**config.mk**
```make
export PLATFORM = sky130hd
export DESIGN_NAME = caliptra_prim_alert_sender_mc
export DESIGN_NICKNAME = d
export VERILOG_FILES = /design/src/rtl/caliptra_prim_alert_sender_mc.sv
export SDC_FILE = /design/constraint.sdc
export NUM_CORES = 1
export LEC_CHECK = 0
export ABC_AREA = 1
export CORE_ASPECT_RATIO = 0.8
export CORE_MARGIN = 2
export CORE_UTILIZATION = 58
export CTS_CLUSTER_DIAMETER = 150
export CTS_CLUSTER_SIZE = 12
export DETAILED_ROUTE_END_ITERATION = 10
export GPL_TIMING_DRIVEN = 0
export PLACE_DENSITY_LB_ADDON = 0.12
export SLEW_MARGIN = 20
export SYNTH_ARGS = -nofsm -noshare
export SYNTH_HDL_FRONTEND = slang
export SYNTH_SLANG_ARGS = --single-unit
```
**constraint.sdc**
```tcl
create_clock -name clk_i -period 2.2 [get_ports clk_i]
set_clock_uncertainty 0.2 [all_clocks]
set_input_delay 0.44 -clock clk_i [delete_from_list [all_inputs] [get_ports clk_i]]
set_output_delay 0.44 -clock clk_i [all_outputs]
set_load 0.02 [all_outputs]
```
**src/rtl/caliptra_prim_alert_sender_mc.sv**
```systemverilog
`default_nettype none
// caliptra_prim_alert_sender_mc: multi-channel differential alert sender with ping
// response, fatal latching and a per-channel handshake timeout.  Rev 1.0
package caliptra_prim_alert_pkg;
   typedef struct packed {
      logic ping_p;
      logic ping_n;
      logic ack_p;
      logic ack_n;
   } alert_rx_t;

   typedef struct packed {
      logic alert_p;
      logic alert_n;
   } alert_tx_t;
endpackage

module caliptra_prim_alert_sender_mc
   import caliptra_prim_alert_pkg::*;
#(
   parameter int unsigned          NumAlerts   = 4,
   parameter logic [NumAlerts-1:0] FatalMask   = '0,
   parameter int unsigned          PauseCycles = 2,
   parameter int unsigned          TimeoutW    = 8
) (
   input  logic                 clk_i,
   input  logic                 rst_i,
   input  logic [NumAlerts-1:0] alert_test_i,
   input  logic [NumAlerts-1:0] alert_req_i,
   output logic [NumAlerts-1:0] alert_ack_o,
   output logic [NumAlerts-1:0] alert_state_o,
   input  logic [TimeoutW-1:0]  timeout_cycles_i,
   output logic [NumAlerts-1:0] timeout_o,
   input  logic [NumAlerts-1:0] timeout_clr_i,
   input  alert_rx_t            alert_rx_i [NumAlerts],
   output alert_tx_t            alert_tx_o [NumAlerts]
);

   typedef enum logic [2:0] {
      Idle     = 3'd0,
      AlertHs1 = 3'd1,
      AlertHs2 = 3'd2,
      PingHs1  = 3'd3,
      PingHs2  = 3'd4,
      Pause    = 3'd5
   } state_e;

   localparam logic [3:0] PauseLast = 4'(PauseCycles - 1);

   for (genvar i = 0; i < NumAlerts; i++) begin : g_chan
      state_e              state;
      logic                alert_p, alert_n;
      logic                ping_level_q;
      logic                set_q, test_q, ping_q;
      logic                alert_clr, ping_clr;
      logic                timeout_q;
      logic [TimeoutW-1:0] hs_cnt;
      logic [3:0]          pause_cnt;

      logic                ping_sigint, ack_sigint, sigint;
      logic                ack_level, ping_event;
      logic                alert_trig, ping_trig, hs_timeout;
      logic [TimeoutW-1:0] hs_cnt_inc;

      assign ping_sigint = alert_rx_i[i].ping_p == alert_rx_i[i].ping_n;
      assign ack_sigint  = alert_rx_i[i].ack_p == alert_rx_i[i].ack_n;
      assign sigint      = ping_sigint | ack_sigint;
      assign ack_level   = alert_rx_i[i].ack_p;
      assign ping_event  = ~ping_sigint & (alert_rx_i[i].ping_p != ping_level_q);

      assign alert_trig  = alert_req_i[i] | set_q | alert_test_i[i] | test_q;
      assign ping_trig   = ping_event | ping_q;

      // hs_cnt holds the cycles already spent in the current phase, so the
      // timeout fires at the end of the timeout_cycles_i-th cycle.
      assign hs_cnt_inc  = hs_cnt + TimeoutW'(1);
      assign hs_timeout  = (timeout_cycles_i != '0) && (hs_cnt_inc == timeout_cycles_i);

      always_ff @(posedge clk_i) begin
         if (rst_i) begin
            state        <= Idle;
            alert_p      <= 1'b0;
            alert_n      <= 1'b1;
            ping_level_q <= 1'b0;
            set_q        <= 1'b0;
            test_q       <= 1'b0;
            ping_q       <= 1'b0;
            alert_clr    <= 1'b0;
            ping_clr     <= 1'b0;
            timeout_q    <= 1'b0;
            hs_cnt       <= '0;
            pause_cnt    <= '0;
         end else begin
            if (!ping_sigint) ping_level_q <= alert_rx_i[i].ping_p;
            set_q  <= FatalMask[i] ? (alert_req_i[i] | set_q)
                                   : ((alert_req_i[i] | set_q) & ~alert_clr);
            test_q <= (alert_test_i[i] | test_q) & ~alert_clr;
            ping_q <= (ping_event | ping_q) & ~(ping_clr | sigint);
            alert_clr <= 1'b0;
            ping_clr  <= 1'b0;
            hs_cnt    <= hs_cnt_inc;
            if (timeout_clr_i[i]) timeout_q <= 1'b0;

            if (sigint) begin
               state    <= Idle;
               alert_p  <= 1'b0;
               alert_n  <= 1'b0;
               ping_clr <= 1'b1;
            end else begin
               case (state)
                  Idle: begin
                     hs_cnt  <= '0;
                     alert_p <= 1'b0;
                     alert_n <= 1'b1;
                     if (alert_trig) begin
                        state   <= AlertHs1;
                        alert_p <= 1'b1;
                        alert_n <= 1'b0;
                     end else if (ping_trig) begin
                        state   <= PingHs1;
                        alert_p <= 1'b1;
                        alert_n <= 1'b0;
                     end
                  end
                  AlertHs1, PingHs1: begin
                     if (ack_level) begin
                        state   <= (state == AlertHs1) ? AlertHs2 : PingHs2;
                        hs_cnt  <= '0;
                        alert_p <= 1'b0;
                        alert_n <= 1'b1;
                     end else if (hs_timeout) begin
                        state     <= Pause;
                        pause_cnt <= '0;
                        timeout_q <= 1'b1;
                        alert_p   <= 1'b0;
                        alert_n   <= 1'b1;
                     end else begin
                        alert_p <= 1'b1;
                        alert_n <= 1'b0;
                     end
                  end
                  AlertHs2, PingHs2: begin
                     alert_p <= 1'b0;
                     alert_n <= 1'b1;
                     if (!ack_level) begin
                        state     <= Pause;
                        pause_cnt <= '0;
                        alert_clr <= (state == AlertHs2);
                        ping_clr  <= (state == PingHs2);
                     end else if (hs_timeout) begin
                        state     <= Pause;
                        pause_cnt <= '0;
                        timeout_q <= 1'b1;
                     end
                  end
                  Pause: begin
                     alert_p <= 1'b0;
                     alert_n <= 1'b1;
                     if (pause_cnt == PauseLast) state <= Idle;
                     else pause_cnt <= pause_cnt + 4'd1;
                  end
                  default: begin
                     state   <= Idle;
                     alert_p <= 1'b0;
                     alert_n <= 1'b1;
                  end
               endcase
            end
         end
      end

      assign alert_tx_o[i]    = {alert_p, alert_n};
      assign alert_state_o[i] = set_q;
      assign alert_ack_o[i]   = alert_clr & set_q;
      assign timeout_o[i]     = timeout_q;
   end

endmodule
`default_nettype wire

```
==> flow_metrics.tcl, run 1 <==
set metrics [dict create \
    finalNetCount 997 \
    syn-mean-instance-area_um2 6.49 \
    drive_gt1_share_pct 15.7 \
    max-slew-margin-rel_pct 58.7 \
    fillers 831 \
    clock_tree.buffer_depth 2 \
    dpl_worst_slack_ps -617 \
    synth.yosys.seq_area_share_pct 33.6 \
    place_congestion 0.870 \
    dr_total_vias 5642 \
    die-width_um 115 \
    unrepaired_setup_endpoints_after_global_routing "yes" \
    final_max_slew_viol_count 0 \
    cp_max_fo 3 \
    htree_levels 3 \
    area_growth_pct 19.4 \
    fp.dieArea_um2 10700 \
    initial_utilization_pct 59.5 \
    layoutNonFillerInstCount 1071 \
    cts_buf_count 9 \
    drt-wirelength-per-cell_um 12.9 \
    globalRouteMet3Util_pct 5.37 \
    synth_cell_type_count 42 \
    timing.critical_path.slowest_cell_delay_ps 610 \
    boundaryPins 58 \
    ff_to_ff_setup_slack_ps 150 \
    holdBufCountCts 0 \
    grt_most_used_layer "met2" \
    worst_r2r_startpoint "g_chan[1].hs_cnt[0]" \
    cellLeakagePower_nw 3.07 \
    number_of_placed_cells_counting_well_taps 1053 \
    floorplan.rows 32 \
    postLayoutCoreUtil_pct 71.1 \
    initialDrtViolationCount 361 \
    synth-edff-count 0 \
    route.detailed.vias_per_inst 5.27 \
    final-seq-area_um2 1930 \
    outcome "finished clean" \
    tritoncts "yes" \
    gr-total-overflow 0 \
    met1_usage_pct 35.5 \
    path_cells "nand2_1 -> inv_1 -> clkdlybuf4s50_1" \
    crit_required_ps 1560 \
    postSynthNetCount 931 \
    critical_path_arrival_ps 1440 \
    aggregate_global_route_resource_usage_pct 27.1 \
    ant_diodes 0 \
    reg2reg_depth 14 \
    synthesis_warning_total 0 \
    timing.fmax_ghz 0.482 \
    timing.final.crit_period_ps 2080 \
    timing.hold.worst.class "in -> reg" \
    drc_violations 0 \
    path_buf_inv 2 \
    grt_pass1_wl_um 23100 \
    clk-insertion-delay-late_ps 350 \
    placedInstanceArea_um2 6400 \
    final_power_w 0.00393 \
    synth_largest_area_cell "sky130_fd_sc_hd__dfxtp_1" \
    yosysTopAreaCellShare_pct 33.6 \
    dieHeight_um 92.8 \
    critPathCaptureType "output port" \
    grt_antenna_before_repair 0 \
    clock_sink_count 96 \
    prevailing_post_synth_register_cell "sky130_fd_sc_hd__dfxtp_1" \
    multiInputGateArea_um2 3230 \
    dpl_hpwl_um 10600 \
    grt_pass1_vias 5308 \
    yosys-top-cells-area "sky130_fd_sc_hd__dfxtp_1 34%, sky130_fd_sc_hd__nand2_1 16%, sky130_fd_sc_hd__inv_1 8.1%" \
    fin_area_um2 6830 \
    cts.clk_slew.worst_paths_ps 70 \
    min_from "alert_rx_i[9]" \
    final.setup.worst_slack_ps 124 \
    cellPowerDensity_nw_per_um2 576 \
    routed_wl_um 13800 \
    global_route.usage.met2_pct 44.2 \
    hold-path-cell-count 2 \
    mappedNetlistArea_um2 5720 \
    critical-path-slowest-cell "sky130_fd_sc_hd__clkdlybuf4s50_1" \
    path_delay_family "buffers and inverters" \
    min_to "g_chan[1].alert_clr" \
    power.ir.vdd_worst_v 0.000508 \
    synthesis.instances 881 \
    drt_pre_antenna_iters 5 \
    critPathLaunchType "register" \
    cap_viol_max_count 0 \
    yosys_register_bits 96 \
    report.final.hold_viol_count 0 \
    drt.antenna.violating_nets 0 \
    postSynth.asyncResetShare_pct 0 \
    reg2reg_to "g_chan[1].pause_cnt[1]" \
    largest_net_degree_at_the_start_of_global_routing 16 \
    setup_violations 0 \
    clock_tree.root_cell "sky130_fd_sc_hd__clkbuf_16" \
    floorplan.core_area_um2 9610 \
    max_slew.worst_pin.slew_ps 615 \
    buffer_ports.inserted 53 \
    worstSetupPathType "reg -> out" \
    finalCritPeriodShare_pct 94.4 \
]
## cell usage after synthesis (3+ instances only)
cell,number
sky130_fd_sc_hd__nand3b_1,3
sky130_fd_sc_hd__nand3_1,74
sky130_fd_sc_hd__or2_2,3
sky130_fd_sc_hd__inv_1,123
sky130_fd_sc_hd__nand3_2,5
sky130_fd_sc_hd__nor2_1,115
sky130_fd_sc_hd__o21ai_2,5
sky130_fd_sc_hd__a21oi_1,28
sky130_fd_sc_hd__inv_2,20
sky130_fd_sc_hd__o211ai_1,4
sky130_fd_sc_hd__nand4_1,10
sky130_fd_sc_hd__buf_4,17
sky130_fd_sc_hd__nand2_2,7
sky130_fd_sc_hd__xor2_1,16
sky130_fd_sc_hd__dfxtp_1,96
sky130_fd_sc_hd__a21oi_2,8
sky130_fd_sc_hd__xnor2_1,4
sky130_fd_sc_hd__nor2_4,9
sky130_fd_sc_hd__clkbuf_1,5
sky130_fd_sc_hd__o21ai_1,4
sky130_fd_sc_hd__nor2_2,9
sky130_fd_sc_hd__nor3_1,20
sky130_fd_sc_hd__nand2_1,238
sky130_fd_sc_hd__a31oi_1,4
sky130_fd_sc_hd__o21ai_0,17
sky130_fd_sc_hd__buf_2,3
sky130_fd_sc_hd__ha_1,12
sky130_fd_sc_hd__nor3_2,5
## cells by family after synthesis
| logic type | Yosys count | synth area share [%] |
|---|---|---|
| buffers and inverters | 169 | 12.3 |
| DFF | 96 | 33.6 |
| xor gates and xnor gates | 20 | 3.06 |
| and+or+nand+nor | 506 | 39.9 |
| AOI/OAI and AO/OA | 78 | 8.51 |
| adders and majority gates | 12 | 2.63 |
## cell type report
type,instances,share of cell area (%)
Buffer,25,2.40
Clock buffer,12,3.76
Clock inverter,4,0.421
Inverter,144,7.91
Multi-Input combinational cell,616,47.2
Sequential cell,96,28.3
Tap cell,119,2.18
Timing Repair Buffer,55,7.81
## metal layers
layer,routed length [um],vias to the layer above
li1,-,2870
met1,6440,2574
met2,6250,183
met3,890,15
met4,223,0
met5,0,-
## cell usage in the layout (no fill, tap or decap), types with 14 or more instances in the layout
| cell | count |
|---|---|
| sky130_fd_sc_hd__nor2_2 | 17 |
| sky130_fd_sc_hd__clkdlybuf4s50_1 | 45 |
| sky130_fd_sc_hd__a21oi_1 | 28 |
| sky130_fd_sc_hd__nand2_2 | 15 |
| sky130_fd_sc_hd__nor3_1 | 20 |
| sky130_fd_sc_hd__dfxtp_1 | 92 |
| sky130_fd_sc_hd__nand3_1 | 73 |
| sky130_fd_sc_hd__inv_2 | 23 |
| sky130_fd_sc_hd__xor2_1 | 16 |
| sky130_fd_sc_hd__nand2_1 | 230 |
| sky130_fd_sc_hd__buf_4 | 19 |
| sky130_fd_sc_hd__nor2_1 | 106 |
| sky130_fd_sc_hd__inv_1 | 120 |
| sky130_fd_sc_hd__o21ai_0 | 14 |
## stage by stage
step                hold WS, ps  TNS, ps
detailed placement          179   -36750
finish                      145        0
floorplan                   176        0
global route                151    -12.3
CTS                         139        0
global placement            183   -33860
## power breakdown
part,switching (W),internal (W)
Sequential,0.0000490,0.00180
Clock,0.000653,0.000828
Combinational,0.000358,0.000245
Total,0.00106,0.00287
## sequential cells by signal (all words and copies together), names as in the netlist
register	flops
g_chan.ping_clr	4
g_chan.alert_p	4
g_chan.state	12
g_chan.ping_q	4
g_chan.ping_level_q	4
g_chan.hs_cnt	32
g_chan.alert_clr	4
g_chan.set_q	4
g_chan.test_q	4
g_chan.alert_n	4
g_chan.timeout_q	4
g_chan.pause_cnt	16
## how the worst max path moves through the flow
stage / from / end / depth (start not counted)
global placement: rst_i / g_chan[0].hs_cnt[0] / 6
detailed placement: rst_i / g_chan[0].hs_cnt[4] / 6
floorplan: g_chan[3].hs_cnt[0] / g_chan[3].pause_cnt[2] / 14
global route: timeout_cycles_i[2] / g_chan[2].alert_n / 15
finish: g_chan[1].alert_clr / alert_ack_o[1] / 3
CTS: alert_rx_i[10] / g_chan[1].state[1] / 11
## what timing repair did
| action | in CTS | in global routing |
|---|---|---|
| resized for setup | 15 | 45 |
| setup endpoints to repair | 64 | 66 |
| buffers inserted | 0 | 2 |
| endpoints found under the hold margin | 0 | 0 |
| cloned | 0 | 0 |
| pin swaps | 0 | 10 |
Power figures use the tool's default switching activity.
==> inputs of run 2 (changes only) <==
--- a/config.mk
+++ b/config.mk
@@ -6,9 +6,11 @@
 export NUM_CORES = 1
 export LEC_CHECK = 0
 export ABC_AREA = 1
+export CAP_MARGIN = 10
 export CORE_ASPECT_RATIO = 0.8
 export CORE_MARGIN = 2
-export CORE_UTILIZATION = 58
+export CORE_UTILIZATION = 55
+export CTS_BUF_LIST = sky130_fd_sc_hd__clkbuf_2
 export CTS_CLUSTER_DIAMETER = 150
 export CTS_CLUSTER_SIZE = 12
 export DETAILED_ROUTE_END_ITERATION = 10
==> flow_metrics.tcl, run 2 (same netlist as run 1, synthesis figures left out) <==
set metrics [dict create \
    outcome "finished clean" \
    drt_pre_antenna_iters 6 \
    route.detailed.vias_per_inst 5.08 \
    routed_wl_um 13300 \
    setup.worst_path.start "timeout_cycles_i[2]" \
    aggregate_global_route_resource_usage_pct 23.8 \
    dpl_hpwl_um 10300 \
    floorplan.core_area_um2 10200 \
    critPathLaunchType "input port" \
    dr_total_vias 5579 \
    tns_ps 0 \
    layout_common_cells "234 x sky130_fd_sc_hd__nand2_1, 122 x sky130_fd_sc_hd__inv_1, 112 x sky130_fd_sc_hd__nor2_1" \
    ff_to_ff_setup_slack_ps 130 \
    critical_path_arrival_ps 2440 \
    postLayoutCoreUtil_pct 65.4 \
    max_slew.worst_pin.slew_ps 728 \
    cellPowerDensity_nw_per_um2 492 \
    hold-worst-slack_ps 217 \
    die-width_um 118 \
    finalCritPeriodShare_pct 96.5 \
    htree_levels 3 \
    initial_utilization_pct 56.1 \
    min_from "g_chan[0].ping_clr" \
    boundaryPins 58 \
    grt_pass1_vias 4956 \
    drt-wirelength-per-cell_um 12.1 \
    drt.antenna.violating_nets 0 \
    largest_register "g_chan.hs_cnt" \
    top_regs "g_chan.hs_cnt x32, g_chan.pause_cnt x16, g_chan.state x12" \
    timing.final.crit_period_ps 2120 \
    clk-insertion-delay-late_ps 570 \
    place_congestion 0.922 \
    largest_reg_flops 32 \
    buffer_ports.inserted 53 \
    grt_pass1_wl_um 21900 \
    initialDrtViolationCount 423 \
    drc_violations 0 \
    critPathCaptureType "register" \
    timing.fmax_ghz 0.471 \
    setup_violations 0 \
    area_growth_pct 16.6 \
    clock_tree.root_cell "sky130_fd_sc_hd__clkbuf_2" \
    cts_buf_count 9 \
    cts.clk_slew.worst_paths_ps 250 \
    largest_net_degree_at_the_start_of_global_routing 16 \
    max-slew-margin-rel_pct 51.2 \
    report.final.hold_viol_count 0 \
    crit_required_ps 2520 \
    dpl_worst_slack_ps -606 \
    clock_tree.buffer_depth 2 \
    finalNetCount 1003 \
    final_power_w 0.00328 \
    final.setup.worst_slack_ps 76.4 \
    dieHeight_um 95.2 \
    ant_diodes 0 \
    grt_antenna_before_repair 0 \
    cap_viol_max_count 0 \
    unrepaired_setup_endpoints_after_global_routing "yes" \
    worst_r2r_startpoint "g_chan[3].hs_cnt[0]" \
    power.ir.vdd_worst_v 0.000344 \
    final_common_cell "sky130_fd_sc_hd__nand2_1" \
    cp_max_fo 7 \
    final_max_slew_viol_count 0 \
    fp.dieArea_um2 11200 \
    floorplan.rows 33 \
    cellLeakagePower_nw 3.13 \
    timing.hold.worst.class "reg -> reg" \
    clock_sink_count 96 \
    tritoncts "yes" \
    gr-total-overflow 0 \
    worstSetupPathType "in -> reg" \
    drive_gt1_share_pct 14.5 \
]
-- run 2: changes by cell type in the layout (fill, tap and decap cells not counted), moves of 5 or more --
cell,before,now
sky130_fd_sc_hd__clkbuf_2,4,10
sky130_fd_sc_hd__nor2_2,17,12
sky130_fd_sc_hd__dlygate4sd2_1,2,20
sky130_fd_sc_hd__clkdlybuf4s50_1,45,31
sky130_fd_sc_hd__nor2_1,106,112
sky130_fd_sc_hd__clkbuf_16,9,0
-- run 2: metrics by stage --
stage	std cells	instance area [um2]
3_3_place_gp	1074	6420
4_1_cts	1094	6550
2_1_floorplan	881	5720
6_report	1098	6670
3_5_place_dp	1074	6420
5_1_grt	1098	6670
-- run 2: report_power, final --
group	internal, W	total [W]	switching, W
Clock	0.000261	0.000840	0.000579
Sequential	0.00181	0.00185	0.0000434
Combinational	0.000241	0.000589	0.000348
-- run 2: final timing paths --
path                                                to  cells past startpoint
worst max register to register  g_chan[3].pause_cnt[1]                     11
worst min register to register        g_chan[0].ping_q                      1
worst max-delay path                g_chan[0].state[0]                     15
worst min-delay path                  g_chan[0].ping_q                      1
-- run 2: final cells by class --
cell class | instances | area [um2]
clock inverters | 6 | 60.1
clock buffers | 10 | 50.0
inverters | 144 | 541
repair buffers | 61 | 581
multi-input cells | 616 | 3160
plain buffers | 25 | 161
fillers | 949 | 3530
flip-flops and latches | 96 | 1940
well taps | 140 | 175
-- run 2: critical path, stage by stage --
cell and delay [ps]:
sky130_fd_sc_hd__clkdlybuf4s50_1 620, sky130_fd_sc_hd__inv_1 170, sky130_fd_sc_hd__nand2_1 90, sky130_fd_sc_hd__nor2_1 50, sky130_fd_sc_hd__nand2_2 110, sky130_fd_sc_hd__nand2_1 70, sky130_fd_sc_hd__nor2_1 90, sky130_fd_sc_hd__nand3_1 100
sky130_fd_sc_hd__nor2_2 130, sky130_fd_sc_hd__nand3_4 140, sky130_fd_sc_hd__nand2_1 90, sky130_fd_sc_hd__nand2_1 60, sky130_fd_sc_hd__nand2_1 80, sky130_fd_sc_hd__nand2_1 80, sky130_fd_sc_hd__a21oi_2 120
-- run 2: what timing repair did --
| item | in CTS | in global routing |
|---|---|---|
| hold endpoints to repair | 5 | 0 |
| resized for setup | 22 | 27 |
| buffers inserted | 0 | 4 |
| setup endpoints to repair | 21 | 49 |
| hold buffers | 4 | 0 |
| pin swaps | 0 | 6 |
-- run 2: routing by layer --
layer  vias to the layer above  global-route usage, %  part of all wire, %
met5                         -                      0                    0
met1                      2531                   31.2                   48
met2                       152                   40.3                   45
met4                         0                   6.53                  1.2
met3                        14                   4.90                  5.4
li1                       2882                      -                    -
==> inputs of run 3 (changes only) <==
--- a/config.mk
+++ b/config.mk
@@ -6,7 +6,7 @@
 export NUM_CORES = 1
 export LEC_CHECK = 0
 export ABC_AREA = 1
-export CAP_MARGIN = 10
+export CAP_MARGIN = 15
 export CORE_ASPECT_RATIO = 0.8
 export CORE_MARGIN = 2
 export CORE_UTILIZATION = 55
==> constraint.sdc (replaced) <==
create_clock -name clk_i -period 2.55 [get_ports clk_i]
set_clock_uncertainty 0.2 [all_clocks]
set_input_delay 0.51 -clock clk_i [delete_from_list [all_inputs] [get_ports clk_i]]
set_output_delay 0.51 -clock clk_i [all_outputs]
set_load 0.02 [all_outputs]
==> flow_metrics.tcl, run 3 (same netlist as run 1, synthesis figures left out) <==
set metrics [dict create \
    outcome "finished clean" \
    max-slew-margin-rel_pct 32.8 \
    final.setup.worst_slack_ps 137 \
    finalCritPeriodShare_pct 94.6 \
    p_sw_share_pct 29.3 \
    timing.hold.worst.class "reg -> reg" \
    route.detailed.vias_per_inst 5.08 \
    netSwitchingPower_w 0.000823 \
    unrepaired_setup_endpoints_after_global_routing "no" \
    cap_viol_max_count 0 \
    crit_required_ps 1840 \
    floorplan.rows 33 \
    max_slew.worst_pin.slew_ps 1000 \
    ant_diodes 0 \
    finalNetCount 999 \
    cts_setup_buffers 0 \
    drc_violations 0 \
    top_regs "g_chan.hs_cnt x32, g_chan.pause_cnt x16, g_chan.state x12" \
    largest_register "g_chan.hs_cnt" \
    cts.clk_slew.worst_paths_ps 240 \
    dr_total_vias 5554 \
    cellLeakagePower_nw 3.00 \
    drt-wirelength-per-cell_um 12.0 \
    clock_tree.root_cell "sky130_fd_sc_hd__clkbuf_2" \
    place_congestion 0.922 \
    final_max_slew_viol_count 0 \
    cp_max_fo 3 \
    dpl_hpwl_um 10300 \
    drt.antenna.violating_nets 0 \
    final_common_cell "sky130_fd_sc_hd__nand2_1" \
    placedInstanceArea_um2 6420 \
    seqPwrFrac_pct 56.7 \
    grt_antenna_before_repair 0 \
    holdBufCountCts 4 \
    critPathLaunchType "register" \
    area_growth_pct 15.0 \
    report.final.hold_viol_count 0 \
    boundaryPins 58 \
    largest_reg_flops 32 \
    gr-total-overflow 0 \
    critPathCaptureType "output port" \
    post_cts.resized_instances 0 \
    multiInputGateArea_um2 3100 \
    dpl_worst_slack_ps -326 \
    largest_net_degree_at_the_start_of_global_routing 16 \
    grt_pass1_vias 4954 \
    initialDrtViolationCount 348 \
    final-seq-area_um2 1920 \
    timing.final.crit_period_ps 2410 \
    cts_buf_count 9 \
    clock_sink_count 96 \
    worstSetupPathType "reg -> out" \
    fin_area_um2 6580 \
    internal_power_w 0.00198 \
    cellPowerDensity_nw_per_um2 427 \
    fp.dieArea_um2 11200 \
    dieHeight_um 95.2 \
    clk-insertion-delay-late_ps 560 \
    die-width_um 118 \
    setup_violations 0 \
    drt_pre_antenna_iters 5 \
    grt_pass1_wl_um 21900 \
    critical_path_arrival_ps 1700 \
    layout_common_cells "238 x sky130_fd_sc_hd__nand2_1, 123 x sky130_fd_sc_hd__inv_1, 115 x sky130_fd_sc_hd__nor2_1" \
    routed_wl_um 13100 \
    initial_utilization_pct 56.1 \
    buffer_ports.inserted 53 \
    fillers 958 \
    combPwrFrac_pct 17.6 \
    htree_levels 3 \
    floorplan.core_area_um2 10200 \
    drive_gt1_share_pct 11.7 \
    power.ir.vdd_worst_v 0.000304 \
    aggregate_global_route_resource_usage_pct 23.8 \
    tritoncts "yes" \
    clock_tree.buffer_depth 2 \
    share_of_total_power_in_the_clock_network_pct 25.7 \
    timing.fmax_ghz 0.414 \
]
==> run 3: cell count changes in the layout (fill, tap and decap cells not counted), moves of 4 or more <==
| cell | before | now |
|---|---|---|
| sky130_fd_sc_hd__dlygate4sd2_1 | 20 | 0 |
| sky130_fd_sc_hd__buf_4 | 21 | 17 |
| sky130_fd_sc_hd__dfxtp_2 | 5 | 0 |
| sky130_fd_sc_hd__nand2_1 | 234 | 238 |
| sky130_fd_sc_hd__clkdlybuf4s50_1 | 31 | 53 |
| sky130_fd_sc_hd__dfxtp_1 | 88 | 96 |
| sky130_fd_sc_hd__nand2_2 | 11 | 7 |
==> run 3: area by class of cell <==
type / count / area share, %
clock buffers: 10 / 0.761
flip-flops and latches: 96 / 29.2
well taps: 140 / 2.66
inverters: 144 / 8.22
plain buffers: 25 / 2.45
clock inverters: 6 / 0.913
multi-input cells: 616 / 47.1
repair buffers: 57 / 8.68
==> run 3: worst paths after layout <==
path,from,end,slack [ps],cells past startpoint
max,g_chan[1].alert_clr,alert_ack_o[1],140,3
min,g_chan[3].ping_clr,g_chan[3].ping_q,220,1
max reg2reg,g_chan[2].hs_cnt[0],g_chan[2].pause_cnt[3],290,12
min reg2reg,g_chan[3].ping_clr,g_chan[3].ping_q,220,1
==> run 3: metal layers <==
layer	part of all wire, %	global-route usage (%)
met1	48	31.2
met5	0	0
met2	45	40.3
met3	6.5	4.90
met4	1.2	6.53
==> run 3: worst max-delay path, stage by stage, from the launching register on <==
cell	delay, ps
sky130_fd_sc_hd__dfxtp_1	440
sky130_fd_sc_hd__nand2_1	70
sky130_fd_sc_hd__inv_1	50
sky130_fd_sc_hd__clkdlybuf4s50_1	590
==> run 3: through the flow <==
| step | setup TNS, ps | util [%] | total power, W | instances | hold WS [ps] |
|---|---|---|---|---|---|
| 2_1_floorplan | 0 | - | 0.00194 | 881 | 176 |
| 3_3_place_gp | -10970 | 63.0 | 0.00209 | 1074 | 181 |
| 3_5_place_dp | -13250 | 63.0 | 0.00211 | 1074 | 186 |
| 4_1_cts | 0 | 64.5 | 0.00285 | 1094 | 215 |
| 5_1_grt | 0 | 64.5 | 0.00296 | 1094 | 233 |
| 6_report | 0 | 64.5 | 0.00281 | 1094 | 217 |
==> run 3: power by group through the flow <==
stage / sequential (W) / combinational (W) / clock [W]
finish: 0.00159 / 0.000495 / 0.000721
global route: 0.00160 / 0.000555 / 0.000801
CTS: 0.00159 / 0.000495 / 0.000760
detailed placement: 0.00162 / 0.000487 / 0
global placement: 0.00162 / 0.000474 / 0
floorplan: 0.00161 / 0.000326 / 0
